--- src/rtl/rgb_pkg.sv ---
// Shared types and colour table for the RGB pushbutton stepper.
// Holds colour index/RGB types, the six-colour table, FSM states, step helpers.
package rgb_pkg;

    localparam int NUM_COLOURS = 6;

    typedef logic [2:0] colour_idx_t;

    typedef struct packed {
        logic r;
        logic g;
        logic b;
    } rgb_t;

    localparam rgb_t COLOUR_TABLE [NUM_COLOURS] = '{
        '{1'b1, 1'b0, 1'b0},
        '{1'b1, 1'b1, 1'b0},
        '{1'b0, 1'b1, 1'b0},
        '{1'b0, 1'b1, 1'b1},
        '{1'b0, 1'b0, 1'b1},
        '{1'b1, 1'b0, 1'b1}
    };

    typedef enum logic [1:0] {
        IDLE,
        PRESSED,
        HELD
    } state_t;

    localparam colour_idx_t IDX_LAST = colour_idx_t'(NUM_COLOURS - 1);

    // 5 wraps to 0; the unreachable 6/7 also recover to 0.
    function automatic colour_idx_t idx_next(colour_idx_t i);
        return (i >= IDX_LAST) ? '0 : i + colour_idx_t'(1);
    endfunction

    function automatic colour_idx_t idx_prev(colour_idx_t i);
        if (i == '0)
            return IDX_LAST;
        else if (i > IDX_LAST)
            return '0;
        else
            return i - colour_idx_t'(1);
    endfunction

    function automatic rgb_t colour_of(colour_idx_t i);
        if (i <= IDX_LAST)
            return COLOUR_TABLE[i];
        else
            return '0;
    endfunction

endpackage

--- src/rtl/btn_debounce.sv ---
// Two-flop synchroniser plus stable-count debouncer for a raw button.
// Ports: clk, rst_n, raw (async in), level (debounced), rise/fall (accept strobes).
module btn_debounce #(
    parameter int DEBOUNCE_CYCLES = 240000
) (
    input  logic clk,
    input  logic rst_n,
    input  logic raw,
    output logic level,
    output logic rise,
    output logic fall
);

    localparam int CW = $clog2(DEBOUNCE_CYCLES);
    localparam logic [CW-1:0] CNT_MAX = CW'(DEBOUNCE_CYCLES - 1);

    logic          sync1;
    logic          sync2;
    logic [CW-1:0] cnt;
    logic          accept;

    // rise/fall fire on the same edge that level flips, so the
    // consumer can act in step with the debounced level change.
    assign accept = (sync2 != level) && (cnt == CNT_MAX);
    assign rise   = accept && sync2;
    assign fall   = accept && !sync2;

    always_ff @(posedge clk or negedge rst_n) begin
        if (!rst_n) begin
            sync1 <= 1'b0;
            sync2 <= 1'b0;
            level <= 1'b0;
            cnt   <= '0;
        end else begin
            sync1 <= raw;
            sync2 <= sync1;
            if (sync2 == level || accept)
                cnt <= '0;
            else
                cnt <= cnt + CW'(1);
            if (accept)
                level <= sync2;
        end
    end

endmodule

--- src/rtl/rgb_button_stepper.sv ---
// Steps an RGB LED through six colours, one per debounced button press.
// Ports: clk, rst_n, btn (raw), press_pulse, colour_idx[2:0], RGB_R/G/B.
// Build option RGB_BTN_REVERSE_EN: short press steps forward on release,
// long press (HOLD_CYCLES) steps backward once.
import rgb_pkg::*;

module rgb_button_stepper #(
    parameter int DEBOUNCE_CYCLES = 240000,
    parameter int HOLD_CYCLES     = 6000000
) (
    input  logic        clk,
    input  logic        rst_n,
    input  logic        btn,
    output logic        press_pulse,
    output logic [2:0]  colour_idx,
    output logic        RGB_R,
    output logic        RGB_G,
    output logic        RGB_B
);

    if (DEBOUNCE_CYCLES < 2 || HOLD_CYCLES < 2) begin : g_bad_cfg
    end

    logic   lvl;
    logic   rise;
    logic   fall;
    logic   unused_level;
    state_t state;
    rgb_t   rgb;

    assign unused_level = lvl;

    btn_debounce #(
        .DEBOUNCE_CYCLES(DEBOUNCE_CYCLES)
    ) u_deb (
        .clk  (clk),
        .rst_n(rst_n),
        .raw  (btn),
        .level(lvl),
        .rise (rise),
        .fall (fall)
    );

`ifdef RGB_BTN_REVERSE_EN
    localparam int HW = $clog2(HOLD_CYCLES);
    localparam logic [HW-1:0] HOLD_MAX = HW'(HOLD_CYCLES - 1);

    logic [HW-1:0] hold_cnt;

    always_ff @(posedge clk or negedge rst_n) begin
        if (!rst_n) begin
            state       <= IDLE;
            press_pulse <= 1'b0;
            colour_idx  <= '0;
            hold_cnt    <= '0;
        end else begin
            press_pulse <= 1'b0;
            unique case (state)
                IDLE: begin
                    hold_cnt <= '0;
                    if (rise)
                        state <= PRESSED;
                end
                PRESSED: begin
                    if (fall) begin
                        state       <= IDLE;
                        press_pulse <= 1'b1;
                        colour_idx  <= idx_next(colour_idx);
                    end else if (hold_cnt == HOLD_MAX) begin
                        state       <= HELD;
                        press_pulse <= 1'b1;
                        colour_idx  <= idx_prev(colour_idx);
                    end else begin
                        hold_cnt <= hold_cnt + HW'(1);
                    end
                end
                HELD: begin
                    if (fall)
                        state <= IDLE;
                end
                default: state <= IDLE;
            endcase
        end
    end
`else
    always_ff @(posedge clk or negedge rst_n) begin
        if (!rst_n) begin
            state       <= IDLE;
            press_pulse <= 1'b0;
            colour_idx  <= '0;
        end else begin
            press_pulse <= 1'b0;
            unique case (state)
                IDLE: begin
                    if (rise) begin
                        state       <= PRESSED;
                        press_pulse <= 1'b1;
                        colour_idx  <= idx_next(colour_idx);
                    end
                end
                PRESSED: begin
                    if (fall)
                        state <= IDLE;
                end
                default: state <= IDLE;
            endcase
        end
    end
`endif

    // LED drive is a register stage behind colour_idx.
    always_ff @(posedge clk or negedge rst_n) begin
        if (!rst_n)
            rgb <= '0;
        else
            rgb <= colour_of(colour_idx);
    end

    assign RGB_R = rgb.r;
    assign RGB_G = rgb.g;
    assign RGB_B = rgb.b;

endmodule

--- config.mk ---
export PLATFORM = sky130hd
export DESIGN_NAME = rgb_button_stepper
export DESIGN_NICKNAME = d
export VERILOG_FILES = /design/src/rtl/rgb_pkg.sv /design/src/rtl/btn_debounce.sv /design/src/rtl/rgb_button_stepper.sv
export SDC_FILE = /design/constraint.sdc
export NUM_CORES = 1
export LEC_CHECK = 0
export BUFFER_PORTS_ARGS = -buffer_cell sky130_fd_sc_hd__buf_2
export CAP_MARGIN = 20
export CORE_ASPECT_RATIO = 1.25
export CORE_MARGIN = 2
export CORE_UTILIZATION = 46
export DETAILED_ROUTE_END_ITERATION = 10
export PLACE_DENSITY = 0.67
export SYNTH_ARGS = -nofsm -noshare
export SYNTH_HDL_FRONTEND = slang
export SYNTH_HIERARCHICAL = 1
export SYNTH_SLANG_ARGS = --single-unit
--- constraint.sdc ---
create_clock -name clk -period 2.66 [get_ports clk]
set_clock_uncertainty 0.1 [all_clocks]
set_input_delay 0.266 -clock clk [delete_from_list [all_inputs] [get_ports clk]]
set_output_delay 0.266 -clock clk [all_outputs]
set_load 0.02 [all_outputs]
==> out/metrics.cfg, run 1 <==
[detailed_routing]
vias_per_cell = 5.73
routedWlPerCell_um = 14.7
final_antenna_net_count = 0
drc = 0
drtIter0Drc = 34
dr.pass1.iters = 4
drt-total-wl_um = 2780
vias = 1083

[global_routing]
grt.total_usage = 0.183
grt_pass1_vias = 1039
grt_pass1_wl_um = 4660
grt_overflow_total = 0
grt_start_max_net_pins = 30
antenna_found_initial = 0

[synthesis]
synth.ff_latch_count = 29
yosysSeqAreaShare = 0.498
syn_area_sq_mm = 0.00146
ys_warn_count = 6
syn_nets = 144
syn_inst = 136
synthDistinctLibCells = 31
avgSynthCellArea_sq_um = 10.7

[setup_path]
criticalPathCategory = flip-flop to flip-flop
path_cells = ha_1 -> nand4_1 -> nor2_1 -> nand4_1 -> nor3b_1 -> nand2b_4 -> inv_2 -> nand2_1 -> o21ai_0
path_depth = 9
critical-path-top-delay-family = simple AND/OR/NAND/NOR gates
cp.arrival_ns = 2.34
r2r_setup_slack_ns = 0.47
path_common_cell = nand4_1
startpoint_type = flip-flop
crit_required_ns = 2.81
reg2regPathDepth = 9
crit_fanout = 6
cp-end-kind = flip-flop
critPathBufInv = 1
cp_slowest_cell = dfrtp_1
cpPeakStageDelay_ns = 0.41

[cts]
post_cts_resized = 0
cts_hold_buf = 2
cts_tree = built
cts_max_level = 2
numCtsBuffers = 5
ctsLongestPathBuffers = 2
clock_sinks = 29
cts_setup_buffers = 0
clk_pin_slew_worst_paths_ns = 0.09
clk_latency_ns = 0.33
cts_root_buffer = clkbuf_4

[die]
die_area_sq_mm = 0.00364
rows = 22
die_x_um = 54.4
die_h_um = 66.9
start_util = 0.490
coreArea_sq_mm = 0.00297
io_pins = 10

[finish]
num_antenna_cells = 0
layout-drive-gt1-share = 0.163
nFillCells = 272
final_common_cell = dfrtp_1
utilization = 0.538
area_growth_pct = 9.79
layout.nets = 160
final_cell_mix = dfrtp_1 (29), nor2_1 (21), xnor2_1 (12), buf_2 (9)
final_area_sq_mm = 0.00160

[place]
io_buffers = 9
placed_cell_area_sq_mm = 0.00153
post-dp-hpwl_um = 1910
gp_congestion = 0.894

[power]
power_density_mw_per_mm2 = 454
p_leak_nw = 0.704
vdd_drop_max_v = 0.000245
power_mw = 0.726

[timing]
period_share = 0.824
rsz0062_at_grt = false
slew_headroom = 0.583
timing.fmax_mhz = 456
fin_crit_ns = 2.19
fin_tns_setup_ns = 0
finalSetupViolCount = 0
hold_viol_final = 0
drv_slew = 0
worstMarginPinSlew_ns = 0.626

[flow_run]
max_cap_violations = 0

[worst_hold_path]
hold_path_depth = 0
hold_class = flip-flop to flip-flop

[outcome]
outcome = completed

==> worst register-to-register path, stage by stage (launching register included) <==
cell,delay [ns]
dfrtp_1,0.41
ha_1,0.24
nand4_1,0.26
nor2_1,0.16
nand4_1,0.17
nor3b_1,0.40
nand2b_4,0.10
inv_2,0.10
nand2_1,0.05
o21ai_0,0.13
==> area by class of cell <==
cell class                      instances  area (sq um)  share of cell area
Clock inverter                          2          10.0             0.00625
Sequential cell                        29           726               0.453
Inverter                                9          33.8              0.0211
Timing Repair Buffer                   11          65.1              0.0407
Clock buffer                            6          41.3              0.0258
Multi-Input combinational cell         96           679               0.425
Tap cell                               36          45.0              0.0281
==> final timing paths <==
check	startpoint	endpoint
min	u_deb/sync1	u_deb/sync2
min in group asynchronous	rst_n	RGB_R
min reg2reg	u_deb/sync1	u_deb/sync2
max reg2reg	u_deb/cnt[0]	colour_idx[0]
max in group asynchronous	rst_n	state[0]
max	u_deb/cnt[0]	colour_idx[0]
==> report_power, final <==
group	leakage (nW)	internal (mW)	switching, mW
Clock	0.0320	0.100	0.151
Sequential	0.393	0.446	0.00577
Combinational	0.279	0.00773	0.0158
Total	0.704	0.554	0.172
==> logic make-up (layout without fill, tap and decap cells) <==
logic type               after synthesis  in the layout  synth area share
AND/OR/NAND/NOR                       63             63             0.268
flip-flops                            29             29             0.498
XOR/XNOR                              16             16            0.0961
buffers and inverters                 11             28            0.0361
AO/OA/AOI/OAI                         10             10            0.0446
adder cells (fa/ha/maj)                5              5            0.0429
multiplexers                           2              2            0.0146
==> metrics by stage <==
stage | setup WS (ns) | hold WS [ns] | std cells
after floorplan | 0.738 | -0.130 | 136
after global placement | 0.620 | 0.217 | 179
final | 0.468 | 0.261 | 189
after detailed placement | 0.483 | 0.225 | 179
after global routing | 0.306 | 0.270 | 189
after CTS | 0.460 | 0.266 | 189
==> cells in the mapped netlist (all sizes together) <==
| master | n | area, sq um |
|---|---|---|
| nor4 | 5 | 52.6 |
| buf | 2 | 18.8 |
| nor3 | 5 | 25.0 |
| and4 | 3 | 26.3 |
| a21oi | 1 | 5.00 |
| mux2i | 1 | 10.0 |
| nand3 | 9 | 50.1 |
| xnor2 | 12 | 105 |
| a211oi | 1 | 7.51 |
| nand2 | 7 | 26.3 |
| and3 | 1 | 6.26 |
| dfrtp | 29 | 726 |
| and4bb | 1 | 12.5 |
| o31ai | 1 | 12.5 |
| o21ai | 6 | 30.0 |
| xor2 | 4 | 35.0 |
| mux2 | 1 | 11.3 |
| nor2 | 21 | 78.8 |
| nand4 | 7 | 73.8 |
| nand2b | 1 | 13.8 |
| and4b | 1 | 10.0 |
| inv | 9 | 33.8 |
| ha | 5 | 62.6 |
| a21bo | 1 | 10.0 |
| nor3b | 2 | 15.0 |
==> registers in the layout, indices dropped and copies added, names as in the netlist <==
register,cells
u_deb/cnt,18
colour_idx,3
RGB_B,1
RGB_G,1
RGB_R,1
press_pulse,1
state,1
u_deb/level,1
u_deb/sync1,1
u_deb/sync2,1
==> metal layers <==
layer	up-vias	routed length, um	global-route usage	share of wire
li1	502	-	-	-
met1	541	1200	0.213	0.43
met2	34	1410	0.295	0.51
met3	6	114	0.0628	0.041
met4	0	49	0.0813	0.018
met5	-	0	0	0
No activity file was read; power rests on OpenSTA's default activity.
==> run 2, diff against run 1 <==
clock period = 2.1 ns   (was 2.66 ns; I/O delays follow)
==> out/metrics.cfg, run 2 (same netlist as run 1, synthesis figures left out) <==
[outcome]
outcome = completed

[place]
post-dp-hpwl_um = 1890
gp_congestion = 0.851
pre_cts_ws_ns = 0.174
placed_cell_area_sq_mm = 0.00155
io_buffers = 9

[detailed_routing]
routedWlPerCell_um = 14.2
met2_length_um = 1330
vias_per_cell = 5.42
vias = 1041
drc = 0
dr.pass1.iters = 4
dr.max_layer_used = met4
drt-total-wl_um = 2720
wl_met1_um = 1290
wl_met3_um = 62
drtIter0Drc = 30
final_antenna_net_count = 0

[timing]
rsz0062_at_grt = false
fin_tns_setup_ns = 0
timing.fmax_mhz = 544
fin_crit_ns = 1.84
slew_headroom = 0.576
worstMarginPinSlew_ns = 0.636
drv_slew = 0
finalSetupViolCount = 0
hold_viol_final = 0
fin_ws_ns = 0.262
period_share = 0.875

[cts]
ctsLongestPathBuffers = 2
numCtsBuffers = 5
cts_root_buffer = clkbuf_4
clk_latency_ns = 0.32
clock_sinks = 29
cts_max_level = 2
cts_setup_buffers = 0
clk_pin_slew_worst_paths_ns = 0.10
cts_tree = built

[global_routing]
grt_start_max_net_pins = 30
grt_overflow_total = 0
grt_pass1_vias = 1059
grt.total_usage = 0.188
grt_pass1_wl_um = 4800
antenna_found_initial = 0

[worst_hold_path]
hold_class = flip-flop to flip-flop
hold_path_depth = 0

[finish]
reg_top3 = u_deb/cnt x18, colour_idx x3
layout-drive-gt1-share = 0.192
nFillCells = 260
num_antenna_cells = 0
largest_register_ff_count = 18
top_register = u_deb/cnt
area_growth_pct = 14.2
final_common_cell = dfrtp_1
final_area_sq_mm = 0.00167
layout.nets = 163
final_cell_mix = dfrtp_1 (29), nor2_1 (21), xnor2_1 (12), buf_2 (9)

[die]
die_area_sq_mm = 0.00364
io_pins = 10
rows = 22
start_util = 0.490
coreArea_sq_mm = 0.00297
die_x_um = 54.4
die_h_um = 66.9

[flow_run]
max_cap_violations = 0

[setup_path]
crit_required_ns = 2.24
cp-end-kind = flip-flop
criticalPathCategory = flip-flop to flip-flop
reg2regPathDepth = 9
cp.arrival_ns = 1.98
startpoint_type = flip-flop
crit_fanout = 6

[power]
power_density_mw_per_mm2 = 652
power_mw = 1.09
vdd_drop_max_v = 0.000500
p_leak_nw = 0.732

run 2: critical path, cell delays in order, from the launching register on:
cell      delay (ns)
dfrtp_1         0.41
ha_1            0.25
nand4_1         0.14
nor2_1          0.12
nand4_1         0.13
nor3b_2         0.28
nand2b_4        0.08
inv_2           0.09
nand2_1         0.05
o21ai_0         0.13
run 2: path summary, 6_finish.rpt:
| kind | end | from | slack, ns |
|---|---|---|---|
| max in group asynchronous | u_deb/cnt[17] | rst_n | 1.15 |
| worst max register to register | colour_idx[0] | u_deb/cnt[0] | 0.26 |
| min in group asynchronous | u_deb/cnt[9] | rst_n | 0.34 |
| worst max-delay path | colour_idx[0] | u_deb/cnt[0] | 0.26 |
| worst min-delay path | u_deb/sync2 | u_deb/sync1 | 0.26 |
| worst min register to register | u_deb/sync2 | u_deb/sync1 | 0.26 |
run 2: final cells by class:
type                       count  area (sq um)  area share
sequential                    29           726       0.436
timing repair buffer          14          87.6      0.0526
clock inverter                 2          37.5      0.0225
inverter                       9          33.8      0.0203
tap                           36          45.0      0.0270
clock buffer                   6          51.3      0.0308
multi-input combinational     96           684       0.411
run 2: timing repair:
action                                  4_1_cts  5_1_grt
endpoints found under the setup margin        0        1
endpoints found under the hold margin        30        0
gates resized for setup                       0        1
hold buffers                                  2        0
run 2: metal layers:
metal  track usage  vias up
met5             0        -
met4        0.0906        0
met3        0.0605        4
met2         0.291       16
met1         0.231      510
li1              -      511
run 2: stage by stage:
step | utilization | hold slack [ns] | std cells
final | 0.560 | 0.263 | 192
after global routing | 0.560 | 0.273 | 192
after CTS | 0.559 | 0.269 | 192
after detailed placement | 0.522 | 0.176 | 182
after global placement | 0.522 | 0.160 | 182
after floorplan | - | -0.186 | 136
run 2: power breakdown:
part           total, mW  switching, mW  leakage (nW)  internal [mW]
Combinational     0.0300         0.0201         0.294        0.00990
Clock              0.484          0.201        0.0445          0.283
Sequential         0.572        0.00772         0.393          0.565
